`src/rtl/axi_ctrl_pkg.sv`:
```
// Shared AXI encodings, FSM state types and the request legality check
// used by both channels of the control register file.
package axi_ctrl_pkg;

  localparam logic [1:0] RESP_OKAY   = 2'b00;
  localparam logic [1:0] RESP_SLVERR = 2'b10;

  localparam logic [1:0] BURST_FIXED = 2'b00;
  localparam logic [1:0] BURST_INCR  = 2'b01;
  localparam logic [1:0] BURST_WRAP  = 2'b10;

  localparam logic [2:0] SIZE_WORD = 3'b010;

  typedef enum logic [1:0] {W_IDLE, W_DATA, W_RESP} wr_state_t;
  typedef enum logic       {R_IDLE, R_DATA}         rd_state_t;

  // Bursts that fail this check are still consumed but never touch a register.
  function automatic logic req_error(input logic [2:0] size,
                                     input logic [1:0] addr_lo,
                                     input logic [7:0] len,
                                     input logic [1:0] burst);
    return (size != SIZE_WORD) || (addr_lo != 2'b00) || (len > 8'd15) ||
           (burst == BURST_WRAP) || (burst == 2'b11);
  endfunction

endpackage

```
`src/rtl/axi_ctrl_beat_addr.sv`:
```
// Burst address walker: tracks the current beat address and count and decodes
// it into a register index, a range flag and a last-beat flag.
module axi_ctrl_beat_addr
  import axi_ctrl_pkg::*;
#(
  parameter logic [31:0] BASE_ADDR = 32'h4000_0000,
  parameter int unsigned NUM_REGS  = 4,
  parameter int unsigned IDX_W     = 2,
  parameter logic        LOOKAHEAD = 1'b0
) (
  input  logic             clk,
  input  logic             rst,
  input  logic             load,
  input  logic [31:0]      load_addr,
  input  logic [7:0]       load_len,
  input  logic [1:0]       load_burst,
  input  logic             advance,
  output logic [IDX_W-1:0] idx,
  output logic             in_range,
  output logic             is_last
);

  logic [31:0] addr_q;
  logic [7:0]  cnt_q;
  logic [7:0]  len_q;
  logic        incr_q;

  logic [31:0] step_addr;
  logic [31:0] view_addr;
  logic [31:0] offset;
  logic [7:0]  view_cnt;
  logic [7:0]  view_len;

  // With LOOKAHEAD the decode already shows the beat being started this cycle,
  // so the read side can launch a beat in the same cycle as its handshake.
  always_comb begin
    step_addr = incr_q ? (addr_q + 32'd4) : addr_q;
    view_addr = addr_q;
    view_cnt  = cnt_q;
    view_len  = len_q;
    if (load) begin
      view_addr = load_addr;
      view_cnt  = '0;
      view_len  = load_len;
    end else if (LOOKAHEAD && advance) begin
      view_addr = step_addr;
      view_cnt  = cnt_q + 8'd1;
    end
    offset = view_addr - BASE_ADDR;
  end

  assign in_range = (offset < 32'(NUM_REGS * 4));
  assign idx      = offset[IDX_W+1:2];
  assign is_last  = (view_cnt == view_len);

  always_ff @(posedge clk or posedge rst) begin
    if (rst) begin
      addr_q <= '0;
      cnt_q  <= '0;
      len_q  <= '0;
      incr_q <= 1'b0;
    end else if (load) begin
      addr_q <= load_addr;
      cnt_q  <= '0;
      len_q  <= load_len;
      incr_q <= (load_burst == BURST_INCR);
    end else if (advance) begin
      addr_q <= step_addr;
      cnt_q  <= cnt_q + 8'd1;
    end
  end

endmodule

```
`src/rtl/axi_ctrl_regfile.sv`:
```
// AXI3 slave exposing NUM_REGS 32-bit control registers with bursts, strobes,
// pulse-only registers, sticky written flags and SLVERR reporting.
module axi_ctrl_regfile
  import axi_ctrl_pkg::*;
#(
  parameter logic [31:0]         BASE_ADDR  = 32'h4000_0000,
  parameter int unsigned         NUM_REGS   = 4,
  parameter int unsigned         ID_W       = 12,
  parameter logic [NUM_REGS-1:0] PULSE_MASK = 'b0010
) (
  input  logic                     clk,
  input  logic                     rst,
  input  logic [ID_W-1:0]          awid,
  input  logic [31:0]              awaddr,
  input  logic [7:0]               awlen,
  input  logic [2:0]               awsize,
  input  logic [1:0]               awburst,
  input  logic                     awvalid,
  output logic                     awready,
  input  logic [ID_W-1:0]          wid,
  input  logic [31:0]              wdata,
  input  logic [3:0]               wstrb,
  input  logic                     wlast,
  input  logic                     wvalid,
  output logic                     wready,
  output logic [ID_W-1:0]          bid,
  output logic [1:0]               bresp,
  output logic                     bvalid,
  input  logic                     bready,
  input  logic [ID_W-1:0]          arid,
  input  logic [31:0]              araddr,
  input  logic [7:0]               arlen,
  input  logic [2:0]               arsize,
  input  logic [1:0]               arburst,
  input  logic                     arvalid,
  output logic                     arready,
  output logic [ID_W-1:0]          rid,
  output logic [31:0]              rdata,
  output logic [1:0]               rresp,
  output logic                     rlast,
  output logic                     rvalid,
  input  logic                     rready,
  output logic [NUM_REGS*32-1:0]   reg_q,
  output logic [NUM_REGS-1:0]      reg_valid,
  output logic [NUM_REGS-1:0]      reg_wr_pulse
);

  localparam int unsigned IDX_W = (NUM_REGS > 1) ? $clog2(NUM_REGS) : 1;

  wr_state_t w_state, w_next;
  rd_state_t r_state, r_next;

  logic [31:0] regs [NUM_REGS];

  logic aw_hs, w_hs, ar_hs, r_hs;
  logic w_req_err, w_err, w_commit, w_beat_err;
  logic [IDX_W-1:0] w_idx;
  logic w_in_range, w_last_beat;

  logic r_req_err, r_launch, r_launch_err, r_last_beat, r_in_range;
  logic [IDX_W-1:0] r_idx;
  logic [31:0] r_launch_data;

  assign aw_hs = awvalid && awready;
  assign w_hs  = wvalid && wready;
  assign ar_hs = arvalid && arready;
  assign r_hs  = rvalid && rready;

  axi_ctrl_beat_addr #(
    .BASE_ADDR (BASE_ADDR),
    .NUM_REGS  (NUM_REGS),
    .IDX_W     (IDX_W),
    .LOOKAHEAD (1'b0)
  ) u_wr_addr (
    .clk        (clk),
    .rst        (rst),
    .load       (aw_hs),
    .load_addr  (awaddr),
    .load_len   (awlen),
    .load_burst (awburst),
    .advance    (w_hs),
    .idx        (w_idx),
    .in_range   (w_in_range),
    .is_last    (w_last_beat)
  );

  axi_ctrl_beat_addr #(
    .BASE_ADDR (BASE_ADDR),
    .NUM_REGS  (NUM_REGS),
    .IDX_W     (IDX_W),
    .LOOKAHEAD (1'b1)
  ) u_rd_addr (
    .clk        (clk),
    .rst        (rst),
    .load       (ar_hs),
    .load_addr  (araddr),
    .load_len   (arlen),
    .load_burst (arburst),
    .advance    (r_hs && !rlast),
    .idx        (r_idx),
    .in_range   (r_in_range),
    .is_last    (r_last_beat)
  );

  always_comb begin
    w_next  = w_state;
    awready = 1'b0;
    wready  = 1'b0;
    bvalid  = 1'b0;
    unique case (w_state)
      W_IDLE: begin
        awready = 1'b1;
        if (awvalid) w_next = W_DATA;
      end
      W_DATA: begin
        wready = 1'b1;
        if (wvalid && w_last_beat) w_next = W_RESP;
      end
      W_RESP: begin
        bvalid = 1'b1;
        if (bready) w_next = W_IDLE;
      end
      default: w_next = W_IDLE;
    endcase
  end

  assign w_commit   = w_hs && !w_req_err && (wid == bid) && w_in_range;
  assign w_beat_err = !w_commit || (wlast != w_last_beat);

  always_ff @(posedge clk or posedge rst) begin
    if (rst) begin
      w_state   <= W_IDLE;
      bid       <= '0;
      bresp     <= RESP_OKAY;
      w_req_err <= 1'b0;
      w_err     <= 1'b0;
    end else begin
      w_state <= w_next;
      if (aw_hs) begin
        bid       <= awid;
        w_req_err <= req_error(awsize, awaddr[1:0], awlen, awburst);
        w_err     <= 1'b0;
      end
      if (w_hs) begin
        if (w_beat_err) w_err <= 1'b1;
        if (w_last_beat) bresp <= (w_err || w_beat_err) ? RESP_SLVERR : RESP_OKAY;
      end
    end
  end

  always_ff @(posedge clk or posedge rst) begin
    if (rst) begin
      for (int unsigned i = 0; i < NUM_REGS; i++) regs[i] <= '0;
      reg_valid    <= '0;
      reg_wr_pulse <= '0;
    end else begin
      reg_wr_pulse <= '0;
      if (w_commit) begin
        reg_valid[w_idx]    <= 1'b1;
        reg_wr_pulse[w_idx] <= 1'b1;
        if (!PULSE_MASK[w_idx]) begin
          for (int unsigned k = 0; k < 4; k++) begin
            if (wstrb[k]) regs[w_idx][8*k +: 8] <= wdata[8*k +: 8];
          end
        end
      end
    end
  end

  always_comb begin
    reg_q = '0;
    for (int unsigned i = 0; i < NUM_REGS; i++) reg_q[32*i +: 32] = regs[i];
  end

  always_comb begin
    r_next  = r_state;
    arready = 1'b0;
    rvalid  = 1'b0;
    unique case (r_state)
      R_IDLE: begin
        arready = 1'b1;
        if (arvalid) r_next = R_DATA;
      end
      R_DATA: begin
        rvalid = 1'b1;
        if (rready && rlast) r_next = R_IDLE;
      end
      default: r_next = R_IDLE;
    endcase
  end

  // Data is sampled from the registers before this edge's write commit lands,
  // so a read launched alongside a write to the same register sees the old value.
  assign r_launch      = ar_hs || (r_hs && !rlast);
  assign r_launch_err  = (ar_hs ? req_error(arsize, araddr[1:0], arlen, arburst) : r_req_err) ||
                         !r_in_range;
  assign r_launch_data = (r_launch_err || PULSE_MASK[r_idx]) ? '0 : regs[r_idx];

  always_ff @(posedge clk or posedge rst) begin
    if (rst) begin
      r_state   <= R_IDLE;
      rid       <= '0;
      rdata     <= '0;
      rresp     <= RESP_OKAY;
      rlast     <= 1'b0;
      r_req_err <= 1'b0;
    end else begin
      r_state <= r_next;
      if (ar_hs) begin
        rid       <= arid;
        r_req_err <= req_error(arsize, araddr[1:0], arlen, arburst);
      end
      if (r_launch) begin
        rdata <= r_launch_data;
        rresp <= r_launch_err ? RESP_SLVERR : RESP_OKAY;
        rlast <= r_last_beat;
      end else if (r_hs) begin
        rlast <= 1'b0;
      end
    end
  end

endmodule
```
`config.mk`:
```
export PLATFORM = sky130hd
export DESIGN_NAME = axi_ctrl_regfile
export DESIGN_NICKNAME = d
export VERILOG_FILES = /design/src/rtl/axi_ctrl_pkg.sv /design/src/rtl/axi_ctrl_beat_addr.sv /design/src/rtl/axi_ctrl_regfile.sv
export SDC_FILE = /design/constraint.sdc
export NUM_CORES = 1
export LEC_CHECK = 0
export CAP_MARGIN = 20
export CORE_ASPECT_RATIO = 1.2
export CORE_MARGIN = 2
export CORE_UTILIZATION = 65
export CTS_CLUSTER_DIAMETER = 40
export CTS_CLUSTER_SIZE = 12
export DETAILED_ROUTE_END_ITERATION = 8
export DONT_BUFFER_PORTS = 1
export GPL_TIMING_DRIVEN = 0
export PLACE_DENSITY = 0.78
export SYNTH_ARGS = -nofsm -noshare
export SYNTH_HDL_FRONTEND = slang
export SYNTH_SLANG_ARGS = --single-unit
```
`constraint.sdc`:
```
create_clock -name clk -period 16.7 [get_ports clk]
set_input_delay 3.34 -clock clk [delete_from_list [all_inputs] [get_ports clk]]
set_output_delay 3.34 -clock clk [all_outputs]
set_load 0.02 [all_outputs]
```
[Yosys cells after proc, flatten, opt, wreduce, memory -nomap -nowiden]
Index checks and enable logic that the tools add are counted.
Operators by class
  add/sub/neg operators: 6
  order comparisons: 10
  equal/unequal tests: 17
  multiplexer cells: 67
  bitwise logic cells: 5
  reduce and logical (&&, ||, !) cells: 39
Operator list (number)
  $mux W128: 10
  $bwmux W128: 4
  $mux W32: 11
  $demux W32 S2: 4
  $add A32 B3 Y32 const B: 2
  $bmux W32 S2: 1
  $lt A32 B5 Y1 const B: 2
  $mux W8: 8
  $sub A32 B31 Y32 const B: 2
  $mux W24: 1
  $add A8 B1 Y8 const B: 2
  $eq A8 B8 Y1: 2
  $gt A8 B4 Y1 const B: 2
  $mux W1: 16
  $mux W16: 1
  $logic_or A1 B1 Y1: 13
  $eq A12 B12 Y1: 1
  $logic_and A1 B1 Y1: 12
  $eq A2 B2 Y1 const B: 5
  $mux W2: 5
  $reduce_bool A2 Y1: 5
  $eq A2 B1 Y1 const B: 3
  $ge A3 B3 Y1 const B: 2
  $lt A2 B3 Y1 const B: 2
  17 further kinds: 28
Word-level totals
  register bits: 301
  input bits: 170
  output and inout bits: 202

[Logic depth before layout (Yosys ltp)]
Gate-level depths: netlist (run 1).
  depth in word-level cells: 24
  depth in mapped cells: 13

[Modules after synthesis]
Synthesis (run 1) repeated with hierarchy kept, for this count alone.
Unflattened totals
  cells, all modules: 1198
  area, all modules: 13790.7 um^2
Modules (own cells, without submodules)
  axi_ctrl_regfile: instances 1, cells an instance 599, area an instance 8199.1 um^2
  axi_ctrl_beat_addr at u_wr_addr: instances 1, cells an instance 317, area an instance 2859.0 um^2
  axi_ctrl_beat_addr at u_rd_addr: instances 1, cells an instance 282, area an instance 2732.6 um^2

[Worst setup path before layout (run 1)]
OpenSTA, ideal clock, no wires.
  path kind: input to register
  start point: input port awvalid
  end point: register bresp[1]
  library setup time: 0.125 ns
  arrival: 5.293 ns
  path slack: 11.282 ns
  stages: 8
  buffers on the path: 1
  path through: nor3b_1 clkbuf_1 mux2_2 a22oi_1 and3_1 nand3_1 nor2_1 mux2_2
Between the ends
  elaborated cells on any way between the ends: 14
  those cells by class: add/sub: 1; order compare: 1; eq/ne: 2; mux: 4; reduce/logical: 6
RTL lines
  start: declaration: line axi_ctrl_regfile.sv:18  | input logic awvalid,
  $logic_and A1 B1 Y1 (*): line axi_ctrl_regfile.sv:64  | assign aw_hs = awvalid && awready;
  $mux W8 (*)
  net u_wr_addr.view_len[6]: line axi_ctrl_beat_addr.sv:32  | logic [7:0] view_len;
  $eq A8 B8 Y1 (*): line axi_ctrl_beat_addr.sv:54  | assign is_last = (view_cnt == view_len);
  $ne A1 B1 Y1: line axi_ctrl_regfile.sv:128  | assign w_beat_err = !w_commit || (wlast != w_last_beat);
  $logic_or A1 B1 Y1: line axi_ctrl_regfile.sv:128
  $logic_or A1 B1 Y1: line axi_ctrl_regfile.sv:146  | if (w_last_beat) bresp <= (w_err || w_beat_err) ? RESP_SLVERR : RESP_OKAY;
  $mux W2: line axi_ctrl_regfile.sv:146
  end signal: assignment: line axi_ctrl_regfile.sv:146
  end: declaration: line axi_ctrl_regfile.sv:27  | output logic [1:0] bresp,
The timed path passes the listed nets; every way through them passes the cells marked *.
A chain may end at the register's enable or synchronous reset.

[Worst setup path in the final report (run 1)]
  start point: input port awaddr[20]
  end point: register regs (netlist bit reg_q[69])
Between the ends
  cells in the longest elaborated chain, start to end: 5
Ends and longest elaborated chain
  start: declaration: line axi_ctrl_regfile.sv:14  | input logic [31:0] awaddr,
  $mux W32: line axi_ctrl_beat_addr.sv:41  | if (load) begin
  $sub A32 B31 Y32: line axi_ctrl_beat_addr.sv:49  | offset = view_addr - BASE_ADDR;
  $lt A32 B5 Y1: line axi_ctrl_beat_addr.sv:52  | assign in_range = (offset < 32'(NUM_REGS * 4));
  $logic_and A1 B1 Y1: line axi_ctrl_regfile.sv:127  | assign w_commit = w_hs && !w_req_err && (wid == bid) && w_in_range;
  $reduce_and A2 Y1 (no source line)
  end signal: indexed assignment: line axi_ctrl_regfile.sv:163  | if (wstrb[k]) regs[w_idx][8*k +: 8] <= wdata[8*k +: 8];
  end: declaration: line axi_ctrl_regfile.sv:53  | logic [31:0] regs [NUM_REGS];
Every way passes these cells.

==> results by group, run 1 <==
Setup path
  – Crit end category: flip-flop
  – Critical-path maximum fanout: 8
  – Worst Path Buf+Inv: 0
  – CP delay by family, top: simple AND/OR/NAND/NOR gates
  – Critical path's largest stage delay: 760 ps
  – Crit path kind: input pin to flip-flop
  – CP startpoint kind: input pin
  – Critical path required time: around 17000 ps
  – Crit-path cells: nor4_1 > nor2_1 > nor4_1 > o2111ai_1 > a21oi_1 > nand2_1 > mux2_2
  – CP max-delay cell: a21oi_1
  – CP most frequent cell: nor4_1
  – Worst Path Arrival: between 6000 and 7000 ps

Die
  – Io pins: 372
  – Core footprint: 0.02083 mm2
  – Chip width: between 100 and 150 um
  – Full die area: 0.02223 mm2
  – Die H: 162.9 um
  – Site Rows: between 50 and 60
  – Initial Util: 65.70%

Drt
  – DR WL/cell: 23.28 um
  – Remaining DRCs: 0
  – Initial drt markers: 754
  – Routed Antenna Nets: 0
  – Vias per cell: 6.405
  – Detailed-route via count: 10.49k
  – Post-Route WL: approximately 38000 um
  – First-pass DRT Iterations: 6

CTS
  – Clock sink count: between 200 and 300
  – TritonCTS buffer count: 37
  – CTS Hold Bufs: 0
  – CTS tree: done
  – Worst-skew pair later-pin latency: 520 ps
  – Worst-path clk slew: 60 ps
  – Root buf cell: clkbuf_16
  – Max clock buf depth: 3
  – Post-CTS sizing: 0
  – H-tree Lvls: 2
  – Post-CTS Setup Inserts: 0

Yosys
  – Dominant synthesized flop cell: dfrtp_1
  – Post-synthesis instance area: about 0.014 mm2
  – Cell count after synthesis: 1306
  – Avg Inst Size Synth: 10.48 um2
  – Synth unique cells: 64
  – Ys Warns: 0
  – Post-synthesis sequential area ratio: 53.95%
  – EDFF count, synth: 0
  – Ys async rst share: 100.0%
  – Synthesized flop and latch total: a little under 300

Cells and area
  – Final nets: 1522
  – Layout overhead on the synthesized area: 11.68%
  – # fillers: between 1k and 1.5k
  – Layout cells sized above 1: around 14%
  – ANT cells: 0
  – Non-filler cells, final: roughly 1.6k

STA
  – Clock Skew: 22.40 ps
  – Hold slack: 485.4 ps
  – Max-slew headroom: between 30% and 40%
  – Hold Fails Final Rpt: 0
  – Tcrit/Tclk final: 36.20%
  – Slew @ Worst Pin: 993.2 ps
  – Final Critical Period: 6046 ps
  – RSZ-0062 raised after global routing: no
  – Fmax: 0.1654 GHz
  – Final setup violation count: 0
  – Max Slew Vio Count: 0
  – Fin Setup TNS: 0 ps

Placement
  – Port Buffers: 0
  – Dpl cells: 1579
  – Post-DP HPWL: 27530 um
  – Placer Congestion: between 0.9 and 1

Pwr
  – Maximum vdd drop: 0.1158 mV
  – Leakage Power: 6.860 nW
  – Total power: about 2.4 mW
  – Pwr Density: approximately 160 mW/mm2

Global route
  – Tot GR Track Use: between 30% and 40%
  – Number of global-route vias before repair: approximately 11k
  – Initial antenna violation count: 0
  – GR Overflow Total: 0
  – First-pass GRT wire length: 58090 um
  – Pin count of the biggest net entering global routing: 131

Status
  – Status: finished clean

Min path
  – Hold WC Path Type: flip-flop to flip-flop

Run
  – Max cap viols: 0
## worst register-to-register path, cell delays in order, from the launching register on
cell and delay (ps):
dfrtp_1 430, nor2b_1 530, nand2_1 320, nor4_1 390, o2111ai_1 330, a21oi_1 760, nand2_1 600, mux2_2 460
## area by class of cell
| cell class | instances | area (um2) | share of cell area [%] |
|---|---|---|---|
| plain buffers | 96 | 389.1 | 2.546 |
| flip-flops and latches | 295 | 7382 | 48.31 |
| multi-input cells | 894 | 5834 | 38.18 |
| inverters | 22 | 90.09 | 0.5895 |
| repair buffers | 2 | 55.05 | 0.3602 |
| clock inverters | 17 | 196.4 | 1.285 |
| clock buffers | 42 | 997.2 | 6.525 |
| well taps | 270 | 337.8 | 2.211 |
## report_power, final
part | leakage (nW) | internal, mW | switching, mW | total [mW]
sequential | 3.90 | 0.852 | 0.176 | 1.03
clock | 0.581 | 0.477 | 0.308 | 0.785
combinational | 2.38 | 0.226 | 0.394 | 0.620
## through the flow
stage	utilization, %	cell area [um2]	setup slack [ps]
after floorplan	-	13690	5213
after global placement	67.34	14030	2243
after detailed placement	67.64	14090	10240
after CTS	73.38	15280	10730
after global routing	73.38	15280	10570
final	73.38	15280	10650
## Yosys cell counts (25+ instances only)
cell type / n / area, um2
o2bb2ai_1: 32 / 280.3
nand4_1: 58 / 362.9
o21ai_1: 31 / 155.2
xor2_1: 33 / 289.0
nand2_1: 227 / 852.1
mux2_2: 105 / 1182
xnor2_1: 40 / 350.3
dfrtp_1: 295 / 7382
mux2i_1: 35 / 350.3
nor2_1: 65 / 244.0
nand3_1: 25 / 125.1
o21ai_0: 42 / 210.2
clkbuf_1: 77 / 289.0
## kinds of logic after synthesis
logic type | count (synthesis) | synth area share, %
xor+xnor | 73 | 4.672
fa+ha+maj | 4 | 0.3657
compound gates | 175 | 8.394
flops | 295 | 53.95
simple gates | 499 | 17.85
other cells | 1 | 0.02740
mux | 141 | 11.30
buf+inv | 118 | 3.447
## layer usage
layer	share of wire [%]	GRT usage, %	up-vias
li1	-	-	4694
met1	35	38.76	5166
met2	52	59.25	524
met3	9.5	10.08	107
met4	3.9	13.21	0
met5	0	0	-
## flip-flops by register name, summed over array words and instances, names as in the netlist
signal            count
bid                  12
bresp                 1
r_req_err             1
r_state               1
rdata                32
reg_q               128
reg_valid             4
reg_wr_pulse          4
rid                  12
rlast                 1
rresp                 1
u_rd_addr.addr_q     30
u_rd_addr.cnt_q       8
u_rd_addr.incr_q      1
u_rd_addr.len_q       8
u_wr_addr.addr_q     30
u_wr_addr.cnt_q       8
u_wr_addr.incr_q      1
u_wr_addr.len_q       8
w_err                 1
w_req_err             1
w_state               2
## placed cells by master, fill, tap and decap left out, types with 5 or more instances in the layout
cell type | netlist | final
inv_6 | 0 | 5
xnor2_1 | 40 | 40
or3_1 | 10 | 10
nand4_1 | 58 | 58
nor4_1 | 23 | 23
mux2i_1 | 35 | 35
and4_1 | 9 | 9
inv_1 | 22 | 21
o31ai_1 | 12 | 12
nand3_1 | 25 | 25
and2_1 | 6 | 6
clkbuf_16 | 0 | 39
a21oi_1 | 9 | 9
mux2_2 | 105 | 105
nor3_1 | 17 | 17
nand2_1 | 227 | 227
nor2_1 | 65 | 65
buf_2 | 12 | 12
clkbuf_1 | 77 | 79
or2_2 | 5 | 5
o2bb2ai_1 | 32 | 32
dfrtp_1 | 295 | 295
o21ai_1 | 31 | 31
or4_1 | 16 | 16
xor2_1 | 33 | 33
and3_1 | 10 | 10
o211ai_1 | 5 | 5
a31oi_1 | 17 | 17
o21ai_0 | 42 | 42
## final timing paths
kind                                        start                    end  slack [ps]  cells past startpoint
max                                    awaddr[20]  reg_q[69]$_DFFE_PP0P_       10650                      7
max reg2reg                w_state[0]$_DFFE_PP0P_  reg_q[69]$_DFFE_PP0P_       12770                      7
min                         w_req_err$_DFFE_PP0P_  w_req_err$_DFFE_PP0P_         490                      2
min reg2reg                 w_req_err$_DFFE_PP0P_  w_req_err$_DFFE_PP0P_         490                      2
min in group asynchronous                     rst    r_req_err$_DFF_PP0_        2680                      1
max in group asynchronous                     rst  reg_q[34]$_DFFE_PP0P_       12600                      3
No activity file was read; power rests on OpenSTA's default activity.
==> run 2: changes to the inputs <==
--- a/config.mk
+++ b/config.mk
@@ -8,13 +8,13 @@
 export CAP_MARGIN = 20
 export CORE_ASPECT_RATIO = 1.2
 export CORE_MARGIN = 2
-export CORE_UTILIZATION = 65
+export CORE_UTILIZATION = 64
 export CTS_CLUSTER_DIAMETER = 40
 export CTS_CLUSTER_SIZE = 12
 export DETAILED_ROUTE_END_ITERATION = 8
 export DONT_BUFFER_PORTS = 1
 export GPL_TIMING_DRIVEN = 0
-export PLACE_DENSITY = 0.78
+export PLACE_DENSITY = 0.77
 export SYNTH_ARGS = -nofsm -noshare
 export SYNTH_HDL_FRONTEND = slang
 export SYNTH_SLANG_ARGS = --single-unit
==> constraint.sdc (replaced) <==
create_clock -name clk -period 5.6 [get_ports clk]
set_input_delay 1.12 -clock clk [delete_from_list [all_inputs] [get_ports clk]]
set_output_delay 1.12 -clock clk [all_outputs]
set_load 0.02 [all_outputs]
==> run 2 against run 1 <==
Against the previous run:
- wire length rose by 0.11%
- total power increased to 3.0 times the previous value
- register-to-register slack got worse by 11000 ps
- final cell count is 0.24% higher
- worst setup slack worse by 9000 ps
- final area up 0.34%
- sequential share of layout area is 0.17 points lower
- worst hold slack improved by 7.5 ps
- clock skew hardly changed
- utilization shrank 0.26 points
- combinational power rose to 3.0 times the previous value
- via count hardly changed
- critical path type is now flip-flop to flip-flop
- largest cell class unchanged
- highest routed layer unchanged
==> results by group, run 2 (same netlist as run 1, synthesis figures left out) <==
Setup path
  – CP max-delay cell: a211oi_1
  – Critical path required time: about 6000 ps
  – CP startpoint kind: flip-flop
  – Crit path kind: flip-flop to flip-flop
  – Critical path's largest stage delay: 890 ps
  – Crit end category: flip-flop
  – Critical-path maximum fanout: 10
  – Worst Path Arrival: 4350 ps
  – CP most frequent cell: buf_2
  – Crit-path cells: buf_2 > nand2b_1 > buf_2 > buf_2 > clkbuf_1 > a31oi_1 > a211oi_1 > clkbuf_1 > nand4_1 > o21ai_1

CTS
  – Clock sink count: 295
  – Root buf cell: clkbuf_16
  – CTS Hold Bufs: 0
  – TritonCTS buffer count: 36
  – Worst-skew pair later-pin latency: 510 ps
  – Worst-path clk slew: 60 ps
  – Post-CTS Setup Inserts: 0
  – CTS tree: done
  – H-tree Lvls: 2
  – Max clock buf depth: 3
  – Post-CTS sizing: 0

Drt
  – Detailed-route via count: 10.49k
  – Vias per cell: around 6.4
  – Initial drt markers: 557
  – DR WL/cell: 23.25 um
  – Remaining DRCs: 0
  – Post-Route WL: 38180 um
  – Routed Antenna Nets: 0
  – First-pass DRT Iterations: 5

Global route
  – GR Overflow Total: 0
  – M1 GR Usage: 37.29%
  – Initial antenna violation count: 2
  – Number of global-route vias before repair: 10.90k
  – M2 GR Usage: between 50 and 60%
  – Grt peak-use layer: met2
  – Met3 Usage GRT: around 11%
  – Tot GR Track Use: 33.49%
  – First-pass GRT wire length: 57970 um
  – Pin count of the biggest net entering global routing: 47

STA
  – Fin Setup TNS: 0 ps
  – Final Critical Period: 3931 ps
  – Slew @ Worst Pin: 1039 ps
  – RSZ-0062 raised after global routing: no
  – Hold Fails Final Rpt: 0
  – Max-slew headroom: 30.28%
  – Final setup violation count: 0
  – Max Slew Vio Count: 0
  – Tcrit/Tclk final: 70.20%
  – Fmax: between 0.2 and 0.3 GHz
  – Clock Skew: 22.62 ps

Cells and area
  – Final nets: 1526
  – Flip-flop count of the largest register after layout: 128
  – Most frequent cells in the layout: dfrtp_1 (295), nand2_1 (227), mux2_2 (105)
  – Most common cell after layout, fill and taps aside: dfrtp_1
  – Layout overhead on the synthesized area: 12.06%
  – Final non-filler cell area: roughly 0.015 mm2
  – Non-filler cells, final: 1642
  – Layout cells sized above 1: 14.31%
  – # fillers: 1452

Placement
  – Dpl cells: 1584
  – Port Buffers: 0
  – Post-DP HPWL: 27970 um
  – Placer Congestion: between 0.9 and 1
  – Area after DPL: 0.01417 mm2

Pwr
  – Leakage Power: approximately 7 nW
  – Maximum vdd drop: between 0.3 and 0.4 mV
  – Pwr Density: ~470 mW/mm2

Die
  – Io pins: about 370
  – Core footprint: 0.02097 mm2
  – Chip width: 137.5 um
  – Site Rows: 58
  – Full die area: 0.02257 mm2
  – Die H: 164.2 um
  – Initial Util: 65.25%

Min path
  – Hold WC Path Type: flip-flop to flip-flop

Status
  – Status: finished clean

Run
  – Max cap viols: 0
==> run 2: critical path, delay by kind of cell (launching register included) <==
| family | cells | cell delay, ps |
|---|---|---|
| AO/OA/AOI/OAI | 3 | 1260 |
| AND/OR/NAND/NOR | 2 | 430 |
| flip-flops | 1 | 460 |
| buffers and inverters | 5 | 1680 |
==> run 2: final timing paths <==
path	startpoint	end	slack, ps	depth (start not counted)
worst max-delay path	r_state$_DFF_PP0_	rdata[17]$_DFFE_PP0P_	1670	10
worst min-delay path	w_req_err$_DFFE_PP0P_	w_req_err$_DFFE_PP0P_	490	2
worst max register to register	r_state$_DFF_PP0_	rdata[17]$_DFFE_PP0P_	1670	10
worst min register to register	w_req_err$_DFFE_PP0P_	w_req_err$_DFFE_PP0P_	490	2
max in group asynchronous	rst	reg_q[23]$_DFFE_PP0P_	3880	4
min in group asynchronous	rst	reg_q[101]$_DFFE_PP0P_	550	1
==> run 2: per-layer routing <==
metal	up-vias	part of all wire, %	wire length, um
met5	-	0	0
met4	0	4.3	1640
met3	116	9.9	3792
met2	500	51	19440
met1	5176	35	13310
li1	4696	-	-
==> run 2: per-stage QoR <==
stage / worst slack [ps] / hold WS (ps) / power, mW / util (%)
after floorplan: 562.9 / 443.8 / 4.351 / -
after global placement: -891.4 / 464.6 / 4.821 / 66.90
after detailed placement: 1452 / 476.5 / 4.901 / 67.56
after CTS: 1777 / 491.7 / 7.201 / 73.09
after global routing: 1432 / 514.3 / 7.562 / 73.12
final: 1669 / 492.9 / 7.203 / 73.12
==> run 2: area by class of cell <==
cell class,instances,area [um2],area share (%)
repair buffers,7,140.1,0.9138
multi-input cells,894,5834,38.05
inverters,22,86.33,0.5630
clock buffers,42,964.7,6.291
clock inverters,14,195.2,1.273
plain buffers,96,389.1,2.538
well taps,270,337.8,2.203
flip-flops and latches,295,7382,48.14
diodes,2,5.005,0.03264
==> run 2: power breakdown <==
| part | internal [mW] | switching, mW |
|---|---|---|
| clock | 1.41 | 0.878 |
| combinational | 0.679 | 1.16 |
| sequential | 2.54 | 0.532 |
==> run 3: changes to the inputs <==
==> constraint.sdc (replaced) <==
create_clock -name clk -period 3.7 [get_ports clk]
set_input_delay 0.74 -clock clk [delete_from_list [all_inputs] [get_ports clk]]
set_output_delay 0.74 -clock clk [all_outputs]
set_load 0.02 [all_outputs]
==> run 3 against run 2 <==
Against the previous run:
- critical path depth is the same
- sequential share of layout area shrank 0.13 points
- register-to-register slack lost 1600 ps
- wire length shrank 0.14%
- critical endpoint unchanged
- largest cell class unchanged
==> results by group, run 3 (same netlist as run 1, synthesis figures left out) <==
Status
  – Status: finished clean

Pwr
  – Total power: 10.94 mW
  – Pwr Density: between 700 and 800 mW/mm2
  – Leakage Power: 6.901 nW
  – Maximum vdd drop: 0.5954 mV

Setup path
  – Critical Path End: rdata[17]$_DFFE_PP0P_
  – RR Endpoint: rdata[17]$_DFFE_PP0P_
  – Crit path from: r_state$_DFF_PP0_
  – Worst Path Arrival: 4020 ps
  – RR Startpoint: r_state$_DFF_PP0_
  – Crit path kind: flip-flop to flip-flop
  – Crit end category: flip-flop
  – Flop-to-flop setup slack: 100 ps
  – R2r worst-path depth: 10
  – Critical path required time: 4120 ps
  – Critical-path maximum fanout: 10
  – CP startpoint kind: flip-flop

Die
  – Initial Util: 65.25%
  – Full die area: 0.02257 mm2
  – Core footprint: between 0.02 and 0.025 mm2
  – Die H: 164.2 um
  – Chip width: 137.5 um
  – Site Rows: 58
  – Io pins: 372

Cells and area
  – Layout cells sized above 1: 15.04%
  – Final non-filler cell area: 0.01537 mm2
  – Fin util: between 70% and 80%
  – Non-filler cells, final: 1642
  – Most frequent cells in the layout: dfrtp_1 (295), nand2_1 (227), mux2_2 (105)
  – # fillers: 1450
  – Layout overhead on the synthesized area: 12.35%
  – Final nets: 1526
  – Flip-flop count of the largest register after layout: 128
  – Most common cell after layout, fill and taps aside: dfrtp_1

STA
  – Hold Fails Final Rpt: 0
  – Slew @ Worst Pin: between 800 and 900 ps
  – Max Slew Vio Count: 0
  – Worst Slack Setup Final: about 100 ps
  – Max-slew headroom: 45.35%
  – Final setup violation count: 0
  – Tcrit/Tclk final: a little over nine tenths
  – Clock Skew: 21.76 ps
  – RSZ-0062 raised after global routing: yes
  – Final Critical Period: about 3600 ps
  – Fmax: 0.2778 GHz

Drt
  – Initial drt markers: 516
  – Detailed-route via count: roughly 10k
  – Post-Route WL: 38130 um
  – Remaining DRCs: 0
  – Vias per cell: 6.375
  – DR WL/cell: 23.22 um
  – Routed Antenna Nets: 0
  – First-pass DRT Iterations: 5

CTS
  – CTS tree: done
  – CTS Hold Bufs: 0
  – Worst-path clk slew: approximately 60 ps
  – H-tree Lvls: 2
  – TritonCTS buffer count: 36
  – Post-CTS Setup Inserts: 0
  – Max clock buf depth: 3
  – Root buf cell: clkbuf_16
  – Clock sink count: 295
  – Worst-skew pair later-pin latency: just over 500 ps

Placement
  – Area after DPL: 0.01417 mm2
  – Dpl cells: 1584
  – Place WS: -106.9 ps
  – Post-DP HPWL: about 28000 um
  – Port Buffers: 0
  – Placer Congestion: 0.9424

Global route
  – First-pass GRT wire length: roughly 58000 um
  – Number of global-route vias before repair: around 11k
  – Tot GR Track Use: 33.50%
  – Pin count of the biggest net entering global routing: 47
  – GR Overflow Total: 0
  – Initial antenna violation count: 2

Run
  – Max cap viols: 0

Min path
  – Hold WC Path Type: input pin to asynchronous set/reset pin
-- run 3: area by class of cell --
cell class	instances	area (um2)	area share (%)
timing repair buffer	7	140.1	0.9115
clock buffer	42	964.7	6.274
tap	270	337.8	2.197
multi-input combinational	894	5868	38.17
antenna	2	5.005	0.03255
inverter	22	86.33	0.5615
clock inverter	14	195.2	1.270
sequential	295	7382	48.01
buffer	96	395.4	2.572
-- run 3: worst max-delay path: stages (launching register included) --
cell and delay [ps]:
dfrtp_1 460, buf_2 260, nand2b_1 240, buf_2 290, buf_2 320, mux2i_2 540
buf_1 680, mux2i_1 200, o2bb2ai_1 210, nand4_1 130, o21ai_1 160
-- run 3: what timing repair did --
item                       4_1_cts  5_1_grt
setup endpoints to repair       50      126
pin swaps                        0        0
gates resized for setup          2       14
-- run 3: through the flow --
| stage | TNS [ps] | hold WS (ps) |
|---|---|---|
| after floorplan | -282350 | 443.8 |
| after global placement | -707180 | 464.6 |
| after detailed placement | -2015 | 476.5 |
| after CTS | -1132 | 171.6 |
| after global routing | -929.1 | 187.2 |
| final | 0 | 160.4 |
-- run 3: how the worst min path moves through the flow --
stage | start | slack [ps] | end
finish | rst | 160 | reg_q[101]$_DFFE_PP0P_
global route | rst | 190 | reg_q[101]$_DFFE_PP0P_
CTS | rst | 170 | reg_q[101]$_DFFE_PP0P_
detailed placement | u_rd_addr.len_q[7]$_DFF_PP0_ | 480 | u_rd_addr.len_q[7]$_DFF_PP0_
global placement | w_err$_DFF_PP0_ | 460 | w_err$_DFF_PP0_
floorplan | w_err$_DFF_PP0_ | 440 | w_err$_DFF_PP0_
-- run 3: power breakdown --
group	leakage (nW)	switching, mW	internal, mW
registers	3.90	0.802	3.85
logic	2.43	1.77	1.04
clock network	0.568	1.34	2.14
total	6.90	3.91	7.03
-- run 3: metal layers --
metal	track usage [%]	vias to the layer above	wire [um]
met4	15.37	0	1659
met1	37.31	5154	13370
met5	0	-	0
li1	-	4704	-
met3	11.23	112	3719
met2	57.69	497	19380
